### config.mk
export PLATFORM = sky130hd
export DESIGN_NAME = param_disp_hc595_flat
export DESIGN_NICKNAME = d
export VERILOG_FILES = /design/src/rtl/param_disp_hc595_if.sv /design/src/rtl/param_disp_hc595.sv /design/src/flat_wrapper.sv
export SDC_FILE = /design/constraint.sdc
export NUM_CORES = 1
export LEC_CHECK = 0
export ABC_CLOCK_PERIOD_IN_PS = 2600
export CORE_MARGIN = 2
export CORE_UTILIZATION = 50
export DETAILED_ROUTE_END_ITERATION = 6
export PLACE_DENSITY = 0.71
export SLEW_MARGIN = 10
export SYNTH_ARGS = -nofsm -noshare
export SYNTH_HDL_FRONTEND = slang
export SYNTH_SLANG_ARGS = --single-unit
### constraint.sdc
create_clock -name clk -period 2.6 [get_ports clk]
set_input_delay 0.52 -clock clk [delete_from_list [all_inputs] [get_ports clk]]
set_output_delay 0.52 -clock clk [all_outputs]
set_load 0.01 [all_outputs]
### src/rtl/param_disp_hc595_if.sv
// rtl/param_disp_hc595_if.sv - settings inputs and 74HC595 pin bundle for param_disp_hc595
//
// Signals:
//   wave_sel[5:0], mode_sel[3:0], F[8:0], T[10:0], Z[6:0]  settings from key_control
//   ds, shcp, stcp, oe_n                                   74HC595 chain pins
// Modports:
//   master : drives the settings, observes the pins (key_control / board side)
//   slave  : consumes the settings, drives the pins (param_disp_hc595)

interface param_disp_hc595_if;
    logic [5:0]  wave_sel;
    logic [3:0]  mode_sel;
    logic [8:0]  F;
    logic [10:0] T;
    logic [6:0]  Z;
    logic        ds;
    logic        shcp;
    logic        stcp;
    logic        oe_n;

    modport master (
        output wave_sel, mode_sel, F, T, Z,
        input  ds, shcp, stcp, oe_n
    );

    modport slave (
        input  wave_sel, mode_sel, F, T, Z,
        output ds, shcp, stcp, oe_n
    );
endinterface

### src/rtl/param_disp_hc595.sv
// rtl/param_disp_hc595.sv - shows the most recently changed setting on a 6-digit 7-seg via 74HC595
//
// Ports:
//   clk      system clock
//   reset_n  synchronous active-low reset
//   bus      param_disp_hc595_if.slave: wave_sel/mode_sel/F/T/Z in, ds/shcp/stcp/oe_n out
// Parameters:
//   SCAN_CNT clocks per digit refresh, must be >= 15*CLK_DIV+4
//   CLK_DIV  clocks per SHCP period, even, >= 2

module param_disp_hc595 #(
    parameter int SCAN_CNT = 50000,
    parameter int CLK_DIV  = 4
) (
    input  logic                 clk,
    input  logic                 reset_n,
    param_disp_hc595_if.slave    bus
);

    localparam int SCW  = $clog2(SCAN_CNT);
    localparam int DIVW = (CLK_DIV > 2) ? $clog2(CLK_DIV) : 1;
    localparam logic [SCW-1:0]  SC_LAST  = SCW'(SCAN_CNT - 1);
    localparam logic [DIVW-1:0] DIV_LAST = DIVW'(CLK_DIV - 1);
    localparam logic [DIVW-1:0] DIV_HALF = DIVW'(CLK_DIV / 2);
    localparam logic [DIVW-1:0] LAT_LAST = DIVW'(CLK_DIV / 2 - 1);

    function automatic logic [7:0] seg_code(input logic [3:0] d);
        case (d)
            4'd0:    seg_code = 8'hC0;
            4'd1:    seg_code = 8'hF9;
            4'd2:    seg_code = 8'hA4;
            4'd3:    seg_code = 8'hB0;
            4'd4:    seg_code = 8'h99;
            4'd5:    seg_code = 8'h92;
            4'd6:    seg_code = 8'h82;
            4'd7:    seg_code = 8'hF8;
            4'd8:    seg_code = 8'h80;
            4'd9:    seg_code = 8'h90;
            default: seg_code = 8'hFF;
        endcase
    endfunction

    function automatic logic [3:0] add3(input logic [3:0] n);
        add3 = (n >= 4'd5) ? n + 4'd3 : n;
    endfunction

    // ---------------- field tracking ----------------
    logic [5:0]  prev_wave;
    logic [3:0]  prev_mode;
    logic [8:0]  prev_f;
    logic [10:0] prev_t;
    logic [6:0]  prev_z;
    logic        prev_valid;
    logic [2:0]  cur_field;

    always_ff @(posedge clk) begin
        if (!reset_n) begin
            prev_wave  <= '0;
            prev_mode  <= '0;
            prev_f     <= '0;
            prev_t     <= '0;
            prev_z     <= '0;
            prev_valid <= 1'b0;
            cur_field  <= 3'd2;
        end else begin
            prev_wave  <= bus.wave_sel;
            prev_mode  <= bus.mode_sel;
            prev_f     <= bus.F;
            prev_t     <= bus.T;
            prev_z     <= bus.Z;
            prev_valid <= 1'b1;
            // Priority order resolves simultaneous edits: F > T > Z > mode > wave
            if (prev_valid) begin
                if (bus.F != prev_f)               cur_field <= 3'd2;
                else if (bus.T != prev_t)          cur_field <= 3'd3;
                else if (bus.Z != prev_z)          cur_field <= 3'd4;
                else if (bus.mode_sel != prev_mode) cur_field <= 3'd1;
                else if (bus.wave_sel != prev_wave) cur_field <= 3'd0;
            end
        end
    end

    // ---------------- double-dabble BCD ----------------
    typedef enum logic {BCD_IDLE, BCD_RUN} bcd_state_t;
    bcd_state_t  bcd_state, bcd_next;
    logic [10:0] sel_val, last_val, bin_sr;
    logic [2:0]  last_field;
    logic [15:0] bcd_work, bcd_adj, bcd_shift, bcd_reg;
    logic [3:0]  iter;
    logic        bcd_start;

    always_comb begin
        sel_val = '0;
        case (cur_field)
            3'd0:    sel_val = {5'd0, bus.wave_sel};
            3'd1:    sel_val = {7'd0, bus.mode_sel};
            3'd2:    sel_val = {2'd0, bus.F};
            3'd3:    sel_val = bus.T;
            3'd4:    sel_val = {4'd0, bus.Z};
            default: sel_val = '0;
        endcase
    end

    assign bcd_start = (cur_field != last_field) || (sel_val != last_val);
    assign bcd_adj   = {add3(bcd_work[15:12]), add3(bcd_work[11:8]),
                        add3(bcd_work[7:4]),   add3(bcd_work[3:0])};
    assign bcd_shift = {bcd_adj[14:0], bin_sr[10]};

    always_ff @(posedge clk) begin
        if (!reset_n) bcd_state <= BCD_IDLE;
        else          bcd_state <= bcd_next;
    end

    always_comb begin
        bcd_next = bcd_state;
        case (bcd_state)
            BCD_IDLE: if (bcd_start)      bcd_next = BCD_RUN;
            BCD_RUN:  if (iter == 4'd10)  bcd_next = BCD_IDLE;
            default:                      bcd_next = BCD_IDLE;
        endcase
    end

    always_ff @(posedge clk) begin
        if (!reset_n) begin
            bcd_work   <= '0;
            bin_sr     <= '0;
            iter       <= '0;
            bcd_reg    <= '0;
            last_val   <= '0;
            last_field <= 3'd2;
        end else begin
            case (bcd_state)
                BCD_IDLE: begin
                    if (bcd_start) begin
                        bin_sr     <= sel_val;
                        bcd_work   <= '0;
                        iter       <= '0;
                        last_val   <= sel_val;
                        last_field <= cur_field;
                    end
                end
                BCD_RUN: begin
                    bcd_work <= bcd_shift;
                    bin_sr   <= {bin_sr[9:0], 1'b0};
                    iter     <= iter + 4'd1;
                    // Publish only the finished result so the display never sees partial sums
                    if (iter == 4'd10) bcd_reg <= bcd_shift;
                end
                default: ;
            endcase
        end
    end

    // ---------------- digit content ----------------
    logic [2:0] digit_idx;
    logic [7:0] digit_seg;
    logic [5:0] digit_sel;

    always_comb begin
        digit_seg = 8'hFF;
        case (digit_idx)
            3'd0: digit_seg = seg_code(bcd_reg[3:0]);
            3'd1: digit_seg = (bcd_reg[15:4]  == '0) ? 8'hFF : seg_code(bcd_reg[7:4]);
            3'd2: digit_seg = (bcd_reg[15:8]  == '0) ? 8'hFF : seg_code(bcd_reg[11:8]);
            3'd3: digit_seg = (bcd_reg[15:12] == '0) ? 8'hFF : seg_code(bcd_reg[15:12]);
            3'd5: digit_seg = seg_code({1'b0, cur_field}) & 8'h7F;
            default: digit_seg = 8'hFF;
        endcase
    end

    assign digit_sel = 6'd1 << digit_idx;

    // ---------------- scan / shift FSM ----------------
    typedef enum logic [1:0] {S_IDLE, S_LOAD, S_SHIFT, S_LATCH} scan_state_t;
    scan_state_t     scan_state, scan_next;
    logic [SCW-1:0]  scan_cnt;
    logic            tick;
    logic [13:0]     frame;
    logic [3:0]      bit_idx;
    logic [DIVW-1:0] div_cnt;
    logic [DIVW-1:0] lat_cnt;

    assign tick = (scan_cnt == SC_LAST);

    always_ff @(posedge clk) begin
        if (!reset_n) scan_state <= S_IDLE;
        else          scan_state <= scan_next;
    end

    always_comb begin
        scan_next = scan_state;
        case (scan_state)
            S_IDLE:  if (tick) scan_next = S_LOAD;
            S_LOAD:  scan_next = S_SHIFT;
            S_SHIFT: if (div_cnt == DIV_LAST && bit_idx == 4'd0) scan_next = S_LATCH;
            S_LATCH: if (lat_cnt == LAT_LAST) scan_next = S_IDLE;
            default: scan_next = S_IDLE;
        endcase
    end

    always_ff @(posedge clk) begin
        if (!reset_n) begin
            scan_cnt  <= '0;
            frame     <= '0;
            bit_idx   <= '0;
            div_cnt   <= '0;
            lat_cnt   <= '0;
            digit_idx <= '0;
            bus.ds    <= 1'b0;
            bus.shcp  <= 1'b0;
            bus.stcp  <= 1'b0;
            bus.oe_n  <= 1'b1;
        end else begin
            scan_cnt <= tick ? '0 : scan_cnt + 1'b1;
            case (scan_state)
                S_LOAD: begin
                    frame   <= {digit_seg, digit_sel};
                    bit_idx <= 4'd13;
                    div_cnt <= '0;
                end
                S_SHIFT: begin
                    if (div_cnt == '0) begin
                        bus.ds   <= frame[bit_idx];
                        bus.shcp <= 1'b0;
                    end
                    if (div_cnt == DIV_HALF) bus.shcp <= 1'b1;
                    if (div_cnt == DIV_LAST) begin
                        div_cnt <= '0;
                        if (bit_idx == 4'd0) begin
                            // With CLK_DIV=2 the last rising edge shares this clock, so keep
                            // it high here and let LATCH pull it low one clock later
                            bus.shcp <= (DIV_HALF == DIV_LAST);
                            bus.stcp <= 1'b1;
                            lat_cnt  <= '0;
                        end else begin
                            bit_idx <= bit_idx - 4'd1;
                        end
                    end else begin
                        div_cnt <= div_cnt + 1'b1;
                    end
                end
                S_LATCH: begin
                    bus.shcp <= 1'b0;
                    if (lat_cnt == LAT_LAST) begin
                        bus.stcp  <= 1'b0;
                        bus.oe_n  <= 1'b0;
                        digit_idx <= (digit_idx == 3'd5) ? 3'd0 : digit_idx + 3'd1;
                    end else begin
                        lat_cnt <= lat_cnt + 1'b1;
                    end
                end
                default: ;
            endcase
        end
    end

endmodule

### src/flat_wrapper.sv
// flat-port wrapper written by rule: the top's interface ports become plain ports
module param_disp_hc595_flat 
#(
    parameter int SCAN_CNT = 50000,
    parameter int CLK_DIV  = 4
)
  (clk, reset_n, bus_wave_sel, bus_mode_sel, bus_F, bus_T, bus_Z, bus_ds, bus_shcp, bus_stcp, bus_oe_n);
  param_disp_hc595_if bus_i ();
  input  logic clk;
  input  logic reset_n;
  input wire logic [$bits(bus_i.wave_sel)-1:0] bus_wave_sel;
  input wire logic [$bits(bus_i.mode_sel)-1:0] bus_mode_sel;
  input wire logic [$bits(bus_i.F)-1:0] bus_F;
  input wire logic [$bits(bus_i.T)-1:0] bus_T;
  input wire logic [$bits(bus_i.Z)-1:0] bus_Z;
  output wire logic [$bits(bus_i.ds)-1:0] bus_ds;
  output wire logic [$bits(bus_i.shcp)-1:0] bus_shcp;
  output wire logic [$bits(bus_i.stcp)-1:0] bus_stcp;
  output wire logic [$bits(bus_i.oe_n)-1:0] bus_oe_n;
  assign bus_i.wave_sel = bus_wave_sel;
  assign bus_i.mode_sel = bus_mode_sel;
  assign bus_i.F = bus_F;
  assign bus_i.T = bus_T;
  assign bus_i.Z = bus_Z;
  assign bus_ds = bus_i.ds;
  assign bus_shcp = bus_i.shcp;
  assign bus_stcp = bus_i.stcp;
  assign bus_oe_n = bus_i.oe_n;
  param_disp_hc595 #(.SCAN_CNT(SCAN_CNT), .CLK_DIV(CLK_DIV)) u_core (.clk(clk), .reset_n(reset_n), .bus(bus_i));
endmodule
* Word-level counts from Yosys, hierarchy flattened
Memories as Yosys holds them, arrays and structs flattened. A register that Yosys moved wholly into a read port is not among the register bits.
Index checks and enable logic that the tools add are counted.
W data, S select, Z words.
** Storage, ports and cells
- Register bits :: 150
- Bits in read-only memories :: 504
- Input bits :: 39
- Output and inout port bits :: 4
- Logic and storage cells :: 161
- Memories :: 5
** Memories
- (no name shown) :: depth 16, width 7, read ports 1, clocked after Yosys merged registers in 1, wr ports 0, RTL line param_disp_hc595.sv:28 : case (d)
- (no name shown) :: depth 16, width 7, read ports 1, clocked after Yosys merged registers in 1, wr ports 0, RTL line param_disp_hc595.sv:28
- (no name shown) :: depth 16, width 7, read ports 1, clocked after Yosys merged registers in 1, wr ports 0, RTL line param_disp_hc595.sv:28
- (no name shown) :: depth 16, width 7, read ports 1, clocked after Yosys merged registers in 1, wr ports 0, RTL line param_disp_hc595.sv:28
- (no name shown) :: depth 8, width 7, read ports 1, clocked after Yosys merged registers in 1, wr ports 0, RTL line param_disp_hc595.sv:28
** Operators by class
- Add/subtract/negate cells :: 10
- Magnitude comparators :: 5
- Equality and inequality tests :: 31
- Shift-type cells :: 1
- Mux-type cells :: 59
- Bitwise logic cells :: 2
- Reduce and logical (&&, ||, !) cells :: 23
** Operators by type and width (number)
- $mux W4 :: 14
- $pmux W11 S5 :: 1
- $pmux W8 S5 :: 1
- $pmux W16 S2 :: 1
- $mux W3 :: 9
- $mux W8 :: 3
- $ne A11 B11 Y1 :: 2
- $pmux W11 S2 :: 1
- $add A16 B1 Y16 const B :: 1
- $eq A16 B16 Y1 const B :: 1
- $ge A4 B3 Y1 const B :: 4
- $mux W16 :: 1
- $pmux W4 S2 :: 2
- $mux W2 :: 7
- $add A4 B2 Y4 const B :: 3
- $eq A3 B2 Y1 const B :: 4
- $logic_not A12 Y1 :: 1
- $ne A2 B1 Y1 const B :: 6
- $mux W1 :: 11
- $mux W11 :: 1
- $reduce_and A2 Y1 :: 5
- $ne A9 B9 Y1 :: 1
- $eq A2 B2 Y1 const B :: 4
- $logic_not A4 Y1 :: 2
- 31 further kinds :: 45

* Depth between registers and ports, before layout
Gate-level depths: netlist of the first run.
- Depth after elaboration :: 8
- Gate-level depth with buffers :: 13
- Gate-level depth less buffers :: 12

* Least setup slack after synthesis of the first run
Ideal clock, no wire load.
- Path type :: reg2reg
- Start point :: reg u_core.iter[0]
- End point :: reg with a tool-made name
- Library setup time :: 0.117 ns
- Arrival time :: 2.479 ns
- Data required time :: 2.483 ns
- Slack :: 0.004 ns
- Cell stages (with the launch flop) :: 12
- Path buffers :: 3
- Period minus slack after synthesis :: 2.596 ns
- Cell sequence :: dfxtp_1 -> inv_1 -> ha_1 -> and4b_1 -> buf_2 -> buf_2 -> buf_1 -> nor2_1 -> a211oi_1 -> inv_1 -> ha_1 -> o22a_1
** RTL lines
- start, declared :: RTL line param_disp_hc595.sv:89 : logic [3:0] iter;
- start signal, assigned :: RTL line param_disp_hc595.sv:145 : iter <= iter + 4'd1;

* Worst setup path after layout of the first run
- Start point :: in bus_wave_sel[3]
- End point :: reg u_core.bcd_work[7]
** On the way
- Cells in the longest elaborated chain, start to end :: 4
** Ends and longest elaborated chain
- start, declared :: RTL line flat_wrapper.sv:11 : input wire logic [$bits(bus_i.wave_sel)-1:0] bus_wave_sel;
- $pmux W11 S5 :: RTL line param_disp_hc595.sv:94 : case (cur_field)
- $ne A11 B11 Y1 :: RTL line param_disp_hc595.sv:104 : assign bcd_start = (cur_field != last_field) || (sel_val != last_val);
- $logic_or A1 B1 Y1 :: RTL line param_disp_hc595.sv:104
- $ne A2 B1 Y1 (no line)
- end signal, assigned :: RTL line param_disp_hc595.sv:143 : bcd_work <= bcd_shift;
- end, declared :: RTL line param_disp_hc595.sv:88 : logic [15:0] bcd_work, bcd_adj, bcd_shift, bcd_reg;
Every way passes these cells.
A chain may end at the register's enable or synchronous reset.

==> key figures, run 1 <==
Die
  – Floorplan core area: around 18,000 sq um
  – Initial Util: roughly half
  – Die outline area: ~20,000 sq um
  – DIE WIDTH: around 140 um
  – Number of placement rows: between 40 and 50
  – Top Ports: 43
  – Die boundary height: ~140 um

Layout
  – Ratio of cells with drive above 1 in the final layout: about 14%
  – Core utilization of the finished layout: between 60% and 70%
  – Final cell count without fillers: approximately 1,400
  – Area delta synth->final: 20.1%
  – Net count, final: 1,225
  – Inserted Diodes: 0

Timing
  – Count of final hold-check violations: 0
  – Final setup fails: 0
  – Shortest period the worst path allows: around 2.5 ns
  – Worst relative slew slack: 58.3%
  – Largest clock skew in the final design: 0.0129 ns
  – Share of the clock period used by the worst path: 95.7%
  – Setup repair after global routing missed its margin: yes
  – Hold slack: 0.443 ns
  – Transition at the pin with the smallest max-transition slack: about 0.62 ns
  – Maximum clock rate: 0.402 GHz
  – Number of pins exceeding their max-slew limit in the final report: 0

Pwr
  – Leakage power total: around 4.3 nW
  – Post-layout power: 6.35 mW
  – Worst vdd ir: ~420 uV
  – Power density cells: 577 nW/um^2

Setup path
  – Classification of the worst setup path: input pin to flip-flop
  – Cell with the biggest individual delay on the critical path: sky130_fd_sc_hd__clkdlybuf4s50_1
  – Worst path most repeated cell: sky130_fd_sc_hd__buf_4
  – Flop-to-flop setup slack: 0.16 ns
  – Kind of capture point of the worst setup path: flip-flop
  – Cell family with the largest share of critical-path delay: buffers and inverters
  – Crit-path max FO: 8
  – List of cells traversed by the critical path: clkdlybuf4s50_1 -> nor2b_1 -> a211oi_1 -> o32ai_1 -> buf_4 -> xor2_1 -> nor3_2 -> buf_4 -> buf_4 -> nand3_2 -> buf_4 -> a21oi_1
  – CP Launch Type: input pin
  – WP buf/inv: 5
  – Stage delay of the slowest cell on the critical path: 0.46 ns
  – Critical path arrival: about 2.9 ns
  – Worst endpoint required time: approximately 3.0 ns

GRT
  – GRT overflow: 0
  – Vias in the first global route: 7,236
  – Global routing usage summed across all routing layers: a little over a fifth
  – First-pass GRT wire length: 34.3 mm
  – Pin count of the biggest net entering global routing: between 50 and 60
  – Initial antenna violation count: 0

Clock network
  – Clock sink count: around 190
  – Clock latency on the worst-skew pair: ~0.43 ns
  – TritonCTS clock tree: built
  – Max clock buf depth: 2
  – Total clock buffers created by CTS: 17
  – Clock transition at path regs: 0.07 ns
  – Deepest level of the CTS H-tree: 4
  – Cell at the root of the clock tree: sky130_fd_sc_hd__clkbuf_16

Routing
  – DRT iter0 DRCs: between 400 and 500
  – Vias after detailed routing: about 7,500
  – Via/cell ratio: 5.39
  – Final routed DRC violation total: 0
  – Count of nets left with antenna violations after detail routing: 0
  – Per-cell routed wire length: roughly 14 um
  – Routed wire length: 19.8 mm
  – Initial DRT Pass Iterations: 5

Logic synthesis
  – Sequential fraction of the synthesis area: between 40% and 50%
  – Syn Area/Cell: between 8 and 9 sq um
  – Library cells used by synthesis: 70
  – Cells after Synth: roughly 1,000
  – Top_reg_cell synth: sky130_fd_sc_hd__dfxtp_1
  – Most used standard cells in the synthesized netlist: sky130_fd_sc_hd__dfxtp_1, sky130_fd_sc_hd__nand2_1, sky130_fd_sc_hd__o21ai_0
  – Largest cells by area after synthesis: sky130_fd_sc_hd__dfxtp_1, sky130_fd_sc_hd__ha_1, sky130_fd_sc_hd__o21ai_0
  – Async set-or-reset flop fraction in the synthesized netlist: 0%
  – Area of the mapped netlist: around 9200 sq um
  – Synth warnings: 0
  – FF+latch count, synth: roughly 190
  – Most instantiated library cell after synthesis: sky130_fd_sc_hd__dfxtp_1
  – Top cell type by total area after synthesis: sky130_fd_sc_hd__dfxtp_1
  – Syn Nets: approximately 1,100
  – Top-area cell type share of the netlist area: 40.4%
  – Number of enable-type register cells in the synthesized netlist: 0

Placed design
  – Placer congestion estimate: about 0.87
  – Count of port buffers added during placement: between 40 and 50
  – Estimated wirelength of the detail-placed design: 14.0 mm
  – Number of cells after detailed placement: between 1,000 and 1,500

Outcome
  – Run status: completed

Min path
  – Hold WC Path Type: flip-flop to flip-flop

Job
  – Max-cap violations: 0
## final timing paths
path / from / end / cells past startpoint
worst max-delay path: bus_wave_sel[3] / u_core.bcd_work[7] / 12
worst min-delay path: u_core.bus.oe_n / u_core.bus.oe_n / 2
worst max register to register: u_core.cur_field[2] / u_core.bcd_work[7] / 13
worst min register to register: u_core.bus.oe_n / u_core.bus.oe_n / 2
## through the flow
step,setup slack (ns),area [sq um],setup TNS [ns]
global placement,-0.416,10300,-14.63
detailed placement,-0.447,10300,-15.17
floorplan,0.00377,9160,0
finish,0.111,11000,0
CTS,0.0623,10900,0
global route,-0.00991,11000,-0.0175
## timing repair
item / 4_1_cts / 5_1_grt
pin swaps: 0 / 4
buffers inserted: 0 / 5
endpoints found under the setup margin: 13 / 43
hold buffers: 0 / 0
gates resized for setup: 2 / 20
## power breakdown
part / switching, mW / internal [mW]
Sequential: 0.0855 / 2.96
Combinational: 0.360 / 0.370
Clock: 1.12 / 1.45
Total: 1.57 / 4.78
## per-layer routing
layer  track usage (%)  wire, um  vias up  share of wire, %
met2              33.4      8900       99                45
met3              3.61       715       16               3.6
met5                 0         0        -                 0
met4              6.91       258        0               1.3
met1              29.6      9940     3511                50
li1                  -         -     3840                 -
## cells in the final DEF (no fill, tap or decap), types with 17 or more instances in the layout
master                            instances
sky130_fd_sc_hd__a21oi_1                 60
sky130_fd_sc_hd__and2_1                  43
sky130_fd_sc_hd__and3_1                  20
sky130_fd_sc_hd__buf_4                   87
sky130_fd_sc_hd__clkbuf_16               17
sky130_fd_sc_hd__clkdlybuf4s50_1         40
sky130_fd_sc_hd__dfxtp_1                184
sky130_fd_sc_hd__ha_1                    44
sky130_fd_sc_hd__inv_1                   51
sky130_fd_sc_hd__mux2i_1                 33
sky130_fd_sc_hd__nand2_1                 95
sky130_fd_sc_hd__nand2b_1                20
sky130_fd_sc_hd__nand3_1                 21
sky130_fd_sc_hd__nand4_1                 23
sky130_fd_sc_hd__nor2_1                  73
sky130_fd_sc_hd__nor2b_1                 17
sky130_fd_sc_hd__o21ai_0                 70
sky130_fd_sc_hd__xnor2_1                 41
sky130_fd_sc_hd__xor2_1                  28
## cells by family (layout without fill, tap and decap cells)
group	Yosys count	count (layout)	share of synthesized area [%]
xor gates and xnor gates	70	70	6.69
adders and majority gates	44	44	6.01
buffers and inverters	107	217	4.79
and+or+nand+nor	360	360	20.2
AOI/OAI and AO/OA	231	231	16.0
muxes	48	48	5.93
DFF	185	185	40.4
## cell type report
class | instances | area (sq um)
clock inverter | 13 | 140
multi-input combinational | 753 | 5100
clock buffer | 19 | 443
inverter | 52 | 195
tap | 229 | 287
fill | 1557 | 6960
timing repair buffer | 133 | 1130
sequential | 185 | 3710
## worst min-delay path, stage by stage (launching register included)
cell                      delay (ns)
sky130_fd_sc_hd__dfxtp_1        0.31
sky130_fd_sc_hd__nand2_1        0.05
sky130_fd_sc_hd__nand2_1        0.04
Note: power is estimated with default switching activity, not from simulation.
==> run 2: changes to the inputs <==
--- a/config.mk
+++ b/config.mk
@@ -5,11 +5,12 @@
 export SDC_FILE = /design/constraint.sdc
 export NUM_CORES = 1
 export LEC_CHECK = 0
-export ABC_CLOCK_PERIOD_IN_PS = 2600
 export CORE_MARGIN = 2
 export CORE_UTILIZATION = 50
 export DETAILED_ROUTE_END_ITERATION = 6
+export GPL_ROUTABILITY_DRIVEN = 0
 export PLACE_DENSITY = 0.71
+export SETUP_SLACK_MARGIN = 0.15
 export SLEW_MARGIN = 10
 export SYNTH_ARGS = -nofsm -noshare
 export SYNTH_HDL_FRONTEND = slang
==> key figures, run 2 (synthesis gave the netlist of run 1 again) <==
Setup path
  – Kind of capture point of the worst setup path: flip-flop
  – Flop-to-flop setup slack: 0.18 ns (+0.02 ns)
  – Classification of the worst setup path: flip-flop to flip-flop
  – Critical path arrival: 2.74 ns (-0.11 ns)
  – Worst endpoint required time: 2.91 ns (-0.05 ns)
  – CP Launch Type: flip-flop
  – Capture point of the worst reg-to-reg path: u_core.bin_sr[1]
  – Reg2reg start: u_core.cur_field[2]
  – Crit-path max FO: 8 (unchanged)
  – Worst Reg2Reg Path Length in Cells: 10 (-3)

Clock network
  – Clock sink count: 185 (unchanged)
  – Total clock buffers created by CTS: 17 (unchanged)
  – Deepest level of the CTS H-tree: 4 (unchanged)
  – Cell at the root of the clock tree: sky130_fd_sc_hd__clkbuf_16
  – Clock transition at path regs: 0.07 ns (about the same)
  – Clock latency on the worst-skew pair: 0.43 ns (about the same)
  – TritonCTS clock tree: built
  – Max clock buf depth: 2 (unchanged)

Pwr
  – Worst vdd ir: 437 uV (+3.4%)
  – Post-layout power: 6.39 mW (+0.66%)
  – Power density cells: 560 nW/um^2 (-2.9%)
  – Leakage power total: 4.55 nW (+6.2%)

Die
  – Die boundary height: 139 um (unchanged)
  – Number of placement rows: 49 (unchanged)
  – Top Ports: 43 (unchanged)
  – DIE WIDTH: 139 um (unchanged)
  – Floorplan core area: 18,000 sq um (unchanged)
  – Die outline area: 19,400 sq um (unchanged)
  – Initial Util: 51.0% (unchanged)

Timing
  – Worst relative slew slack: 50.6% (-7.7 points)
  – Transition at the pin with the smallest max-transition slack: 0.739 ns (+0.115 ns)
  – Final setup fails: 0 (unchanged)
  – Share of the clock period used by the worst path: 93.2% (-2.5 points)
  – Count of final hold-check violations: 0 (unchanged)
  – Setup repair after global routing missed its margin: yes
  – Largest clock skew in the final design: 0.00887 ns (-0.00399 ns)
  – Maximum clock rate: 0.413 GHz (+2.7%)
  – Number of pins exceeding their max-slew limit in the final report: 0 (unchanged)
  – Post-route setup TNS: 0 ns (unchanged)
  – Shortest period the worst path allows: 2.42 ns (-0.0651 ns)

Routing
  – Vias after detailed routing: 7,591 (+1.7%)
  – Via/cell ratio: 5.46 (+1.2%)
  – Count of nets left with antenna violations after detail routing: 0 (unchanged)
  – Final routed DRC violation total: 0 (unchanged)
  – Routed wire length: 21.2 mm (+7.0%)
  – Initial DRT Pass Iterations: 6 (+1)
  – Per-cell routed wire length: 15.2 um (+6.5%)
  – DRT iter0 DRCs: 497 (+11%)

Min path
  – Count of cells along the worst hold path: 2 (unchanged)
  – Hold WC Path Type: input pin to flip-flop
  – Hold Path Origin: bus_F[3]
  – Hold endpoint: u_core.prev_f[3]

Outcome
  – Run status: completed

Placed design
  – Count of port buffers added during placement: 42 (unchanged)
  – Number of cells after detailed placement: 1,339 (-0.59%)
  – Placed instance area: 10,300 sq um (-0.19%)
  – Estimated wirelength of the detail-placed design: 14.3 mm (+1.6%)

Layout
  – Most common library cell in the layout ignoring fill and taps: sky130_fd_sc_hd__dfxtp_1
  – Final cell count without fillers: 1,390 (+0.43%)
  – Core utilization of the finished layout: 63.5% (+2.2 points)
  – Net count, final: 1,231 (+0.49%)
  – Area delta synth->final: 24.5%
  – Finished Cell Area: 11,400 sq um (+3.7%)
  – Leading cell types in the layout, fill and taps excluded: sky130_fd_sc_hd__dfxtp_1, sky130_fd_sc_hd__nand2_1, sky130_fd_sc_hd__buf_4
  – Ratio of cells with drive above 1 in the final layout: 18.5% (+4.7 points)
  – Inserted Diodes: 0 (unchanged)

GRT
  – GRT overflow: 0 (unchanged)
  – Global routing usage summed across all routing layers: 21.0% (-0.19 points)
  – Pin count of the biggest net entering global routing: 52 (-5.5%)
  – Initial antenna violation count: 0 (unchanged)
  – Vias in the first global route: 7,072 (-2.3%)
  – First-pass GRT wire length: 33.9 mm (-1.4%)

Job
  – Max-cap violations: 0 (unchanged)
==> run 2: cell count changes in the layout (fill, tap and decap cells not counted), moves of 4 or more <==
| cell | delta |
|---|---|
| sky130_fd_sc_hd__buf_6 | +6 |
| sky130_fd_sc_hd__a21oi_1 | -9 |
| sky130_fd_sc_hd__dlygate4sd2_1 | +7 |
| sky130_fd_sc_hd__xnor2_2 | +7 |
| sky130_fd_sc_hd__clkinv_2 | -4 |
| sky130_fd_sc_hd__inv_8 | +4 |
| sky130_fd_sc_hd__xnor2_1 | -7 |
| sky130_fd_sc_hd__clkdlybuf4s50_1 | -24 |
| sky130_fd_sc_hd__a21oi_2 | +8 |
| sky130_fd_sc_hd__dlymetal6s2s_1 | +17 |
| sky130_fd_sc_hd__ha_1 | -4 |
==> run 2: routing by layer <==
layer	global-route usage, %	vias to the layer above	wire, um
li1	-	3841	-
met1	28.4	3593	9990
met2	35.0	133	10200
met3	3.23	24	681
met4	5.79	0	328
met5	0	-	0
==> run 2: worst max path at each step <==
stage / start / endpoint / slack [ns]
floorplan: bus_F[6] / flip-flop / 0.18
global placement: bus_mode_sel[3] / flip-flop / -0.37
detailed placement: bus_mode_sel[3] / flip-flop / -0.43
CTS: bus_T[9] / flip-flop / 0.16
global route: u_core.cur_field[2] / u_core.bcd_work[0] / 0.05
finish: u_core.cur_field[2] / u_core.bin_sr[1] / 0.18
==> run 2: what timing repair did <==
action / CTS / global route
gates cloned: 0 / 1
resized for setup: 21 / 81
hold buffers: 0 / 0
pin swaps: 7 / 38
setup buffers: 1 / 17
endpoints found under the setup margin: 43 / 66
==> run 2: final cells by class <==
type	count	area [sq um]
Timing Repair Buffer	139	1270
Fill cell	1480	6550
Clock buffer	18	429
Sequential cell	185	3710
Multi-Input combinational cell	753	5370
Inverter	52	195
Clock inverter	14	150
Tap cell	229	287
==> run 2: per-stage QoR <==
stage	hold slack, ns	setup WS, ns
floorplan	0.413	0.181
global placement	0.427	-0.366
detailed placement	0.435	-0.433
CTS	0.446	0.161
global route	0.423	0.0515
finish	0.408	0.176
==> run 2: critical path: stages, from the launching register on <==
cell	delay [ns]
sky130_fd_sc_hd__dfxtp_4	0.43
sky130_fd_sc_hd__buf_4	0.17
sky130_fd_sc_hd__mux2i_1	0.25
sky130_fd_sc_hd__o21ai_0	0.16
sky130_fd_sc_hd__a22o_4	0.26
sky130_fd_sc_hd__xor2_1	0.16
sky130_fd_sc_hd__nor3_2	0.06
sky130_fd_sc_hd__buf_4	0.17
sky130_fd_sc_hd__and2_1	0.15
sky130_fd_sc_hd__buf_4	0.17
sky130_fd_sc_hd__a311o_1	0.31
==> run 2: power breakdown <==
| part | leakage, nW | internal [mW] | switching [mW] | total [mW] |
|---|---|---|---|---|
| sequential | 1.51 | 2.96 | 0.0894 | 3.05 |
| clock | 0.277 | 1.37 | 1.20 | 2.57 |
| combinational | 2.77 | 0.385 | 0.390 | 0.775 |
| total | 4.55 | 4.71 | 1.68 | 6.39 |
==> variant (flow settings as in run 2) <==
`CLK_DIV` is set to 4 in 2 places; all go to 2. Comments in the files are not updated.
--- a/src/rtl/param_disp_hc595.sv
+++ b/src/rtl/param_disp_hc595.sv
@@ -11,5 +11,5 @@
 module param_disp_hc595 #(
     parameter int SCAN_CNT = 50000,
-    parameter int CLK_DIV  = 4
+    parameter int CLK_DIV  = 2
 ) (
     input  logic                 clk,
--- a/src/flat_wrapper.sv
+++ b/src/flat_wrapper.sv
@@ -3,5 +3,5 @@
 #(
     parameter int SCAN_CNT = 50000,
-    parameter int CLK_DIV  = 4
+    parameter int CLK_DIV  = 2
 )
   (clk, reset_n, bus_wave_sel, bus_mode_sel, bus_F, bus_T, bus_Z, bus_ds, bus_shcp, bus_stcp, bus_oe_n);
Formal check against the unedited RTL: same outputs for any inputs over 10 cycles, from zero or initial values and one cycle with reset_n low; that may be too few to reach the edited logic, so the function may still have changed.
==> variant against run 2 <==
- clock skew is 2.3 ps higher
- first-iteration DRC count is 14% lower
- design area is 4.5% lower
- routed wire length is 4.3% lower
- clock power is 2% higher
- total power is 2.7% lower
- sequential cell count is 3 lower
- via count is 4.0% lower
- critical path depth is 1 lower
- area after synthesis is 3.8% lower
- sequential share of layout area is 1.0 points higher
- setup slack better by 3.8 ps
- critical endpoint is now u_core.iter[2]
==> variant: results (changes against run 2) <==
- Status: finished, final reports clean
- Synth top cells by count: 182 x dfxtp_1, 77 x nand2_1, 74 x o21ai_0
- Placed cell area: 9870 um2 (-3.9%)
- Reg2reg setup slack: 190 ps
- Post-Syn Instances: 1003 (-4.0%)
- Residual DRC count: 0 (unchanged)
- Vias per cell: 5.49 (+0.53%)
- Synth Area in Compound Gates: 0.155 (-0.00484)
- Worst setup path startpoint: bus_Z[6]
- Critical R2R Launch: u_core.cur_field[2]
- Dpl cells: 1288 (-3.8%)
- Lkg Pwr: 4.42 nW (-3.0%)
- Fraction of layout instances using a drive strength above 1: 0.175 (-0.00989)
- Post-synthesis cell type count: 58 (-17%)
- Worst Hold Class: input pin to register
- Final worst path period share: 0.931 (-0.00146)
- Place WS: -471 ps (-37.7 ps)
- Peak VDD IR: 0.497 mV (+14%)
- Global-route wire length before repair: 33400 um (-1.3%)
- Total Routing Usage GR: 0.222 (+0.0126)
- Reg2Reg Depth: 8 (-2)
- Vias in the first global route: 6916 (-2.2%)
- Initial antenna violation count: 1 (+1)
- Clock transition at path regs: 70 ps (about the same)
- Dpl hpwl: 13700 um (-3.7%)
- CTS root buf: clkbuf_16
- DRT Pass-1 Iters: 5 (-1)
- Xor-xnor portion of the synthesized cell area: 0.0686 (+0.00168)
- Rel. slew slack: 0.549 (+0.0428)
- Critical path peak fanout: 8 (unchanged)
- Clock Tree Buf Depth: 2 (unchanged)
- Ranking of synthesized cells by area: dfxtp_1 41%, ha_1 6.0%, o21ai_0 4.2%
- Synth warn: 0 (unchanged)
- Post-synth ARST share: 0 (unchanged)
- Synth Area in Adders: 0.0596 (-0.000443)
- Critical Path AT: 2760 ps (+20 ps)
- Cts bufs inserted: 17 (unchanged)
- Clock skew: 11.1 ps (+2.28 ps)
- Number of fill cells in the layout: 1400 (-5.4%)
- Final WL: 20300 um (-4.3%)
- CTS HTree Levels: 4 (unchanged)
- IO buf count: 42 (unchanged)
- Iter 0 DRT Violations: 427 (-14%)
- Syn nets: 1084 (-3.9%)
- FF/Latch Area: 3660 um2 (-1.4%)
- Mux cell area share after synthesis: 0.0545 (-0.00474)
- Sequential area share after synthesis: 0.413 (+0.00931)
- Worst skew pair latency: 430 ps (about the same)
- Worst setup endpoint: u_core.iter[2]
- Largest net degree at the start of global routing: 97 (+87%)
- NumNets Final: 1169 (-5.0%)
- DR WL/cell: 15.3 um (+0.20%)
==> variant: cell types whose count changed in the layout (fill, tap and decap cells not counted), moves of 7 or more <==
cell | before | now
buf_4 | 84 | 71
nand3_1 | 21 | 44
mux2i_1 | 32 | 25
nand2_1 | 94 | 77
dlymetal6s2s_1 | 18 | 28
buf_6 | 8 | 0
inv_1 | 49 | 37
nand4_1 | 23 | 14
o21ai_1 | 2 | 11
nor2_1 | 73 | 66
==> variant: worst min path at each step <==
| stage | endpoint | cells past startpoint | startpoint | slack (ps) |
|---|---|---|---|---|
| 6_report | u_core.prev_z[0] | 2 | bus_Z[0] | 390 |
| 5_1_grt | u_core.prev_z[0] | 2 | bus_Z[0] | 390 |
| 4_1_cts | u_core.bcd_reg[0] | 2 | u_core.bcd_reg[0] | 470 |
| 3_5_place_dp | u_core.bin_sr[7] | 2 | u_core.bin_sr[7] | 460 |
| 3_3_place_gp | u_core.scan_cnt[0] | 1 | u_core.scan_cnt[0] | 440 |
| 2_1_floorplan | u_core.scan_cnt[0] | 1 | u_core.scan_cnt[0] | 430 |
==> variant: final cells by class <==
class | instances | share of cell area
Multi-Input combinational cell | 726 | 0.466
Sequential cell | 182 | 0.335
Timing Repair Buffer | 118 | 0.103
Clock buffer | 18 | 0.0403
Tap cell | 225 | 0.0258
Clock inverter | 14 | 0.0151
Inverter | 43 | 0.0148
Antenna cell | 1 | 0.000230
==> variant: layer usage <==
layer	track usage	wire [um]	vias to the layer above	share of wire
met3	0.0426	985	32	0.049
met2	0.362	9400	160	0.46
met5	0	0	-	0
li1	-	-	3665	-
met1	0.298	9480	3428	0.47
met4	0.0712	415	0	0.020
==> variant: cells by family (layout without fill, tap and decap cells) <==
family / Yosys count / count (layout)
AOI/OAI and AO/OA: 224 / 224
xor gates and xnor gates: 69 / 69
adders and majority gates: 42 / 42
buffers and inverters: 95 / 193
DFF: 182 / 182
muxes: 42 / 42
other: 0 / 1
and+or+nand+nor: 349 / 349
==> variant: power breakdown <==
part           switching [mW]  internal [mW]
clock                    1.16           1.47
sequential             0.0772           2.90
combinational           0.318          0.295
total                    1.56           4.66
==> variant: worst max-delay path: stages <==
cell and delay [ps]:
clkdlybuf4s50_1 500, nand3b_1 160, a21oi_1 100, or3_1 380, a221oi_2 310, and4_4 310, buf_12 140, nand2_4 90
a311oi_2 250
==> variant: repair_timing <==
| item | CTS | global route |
|---|---|---|
| setup endpoints to repair | 46 | 72 |
| hold buffers | 0 | 0 |
| endpoints found under the hold margin | 0 | 0 |
| gates resized for setup | 23 | 83 |
| pin swaps | 12 | 34 |
| gates cloned | 0 | 1 |
| setup buffers | 2 | 3 |
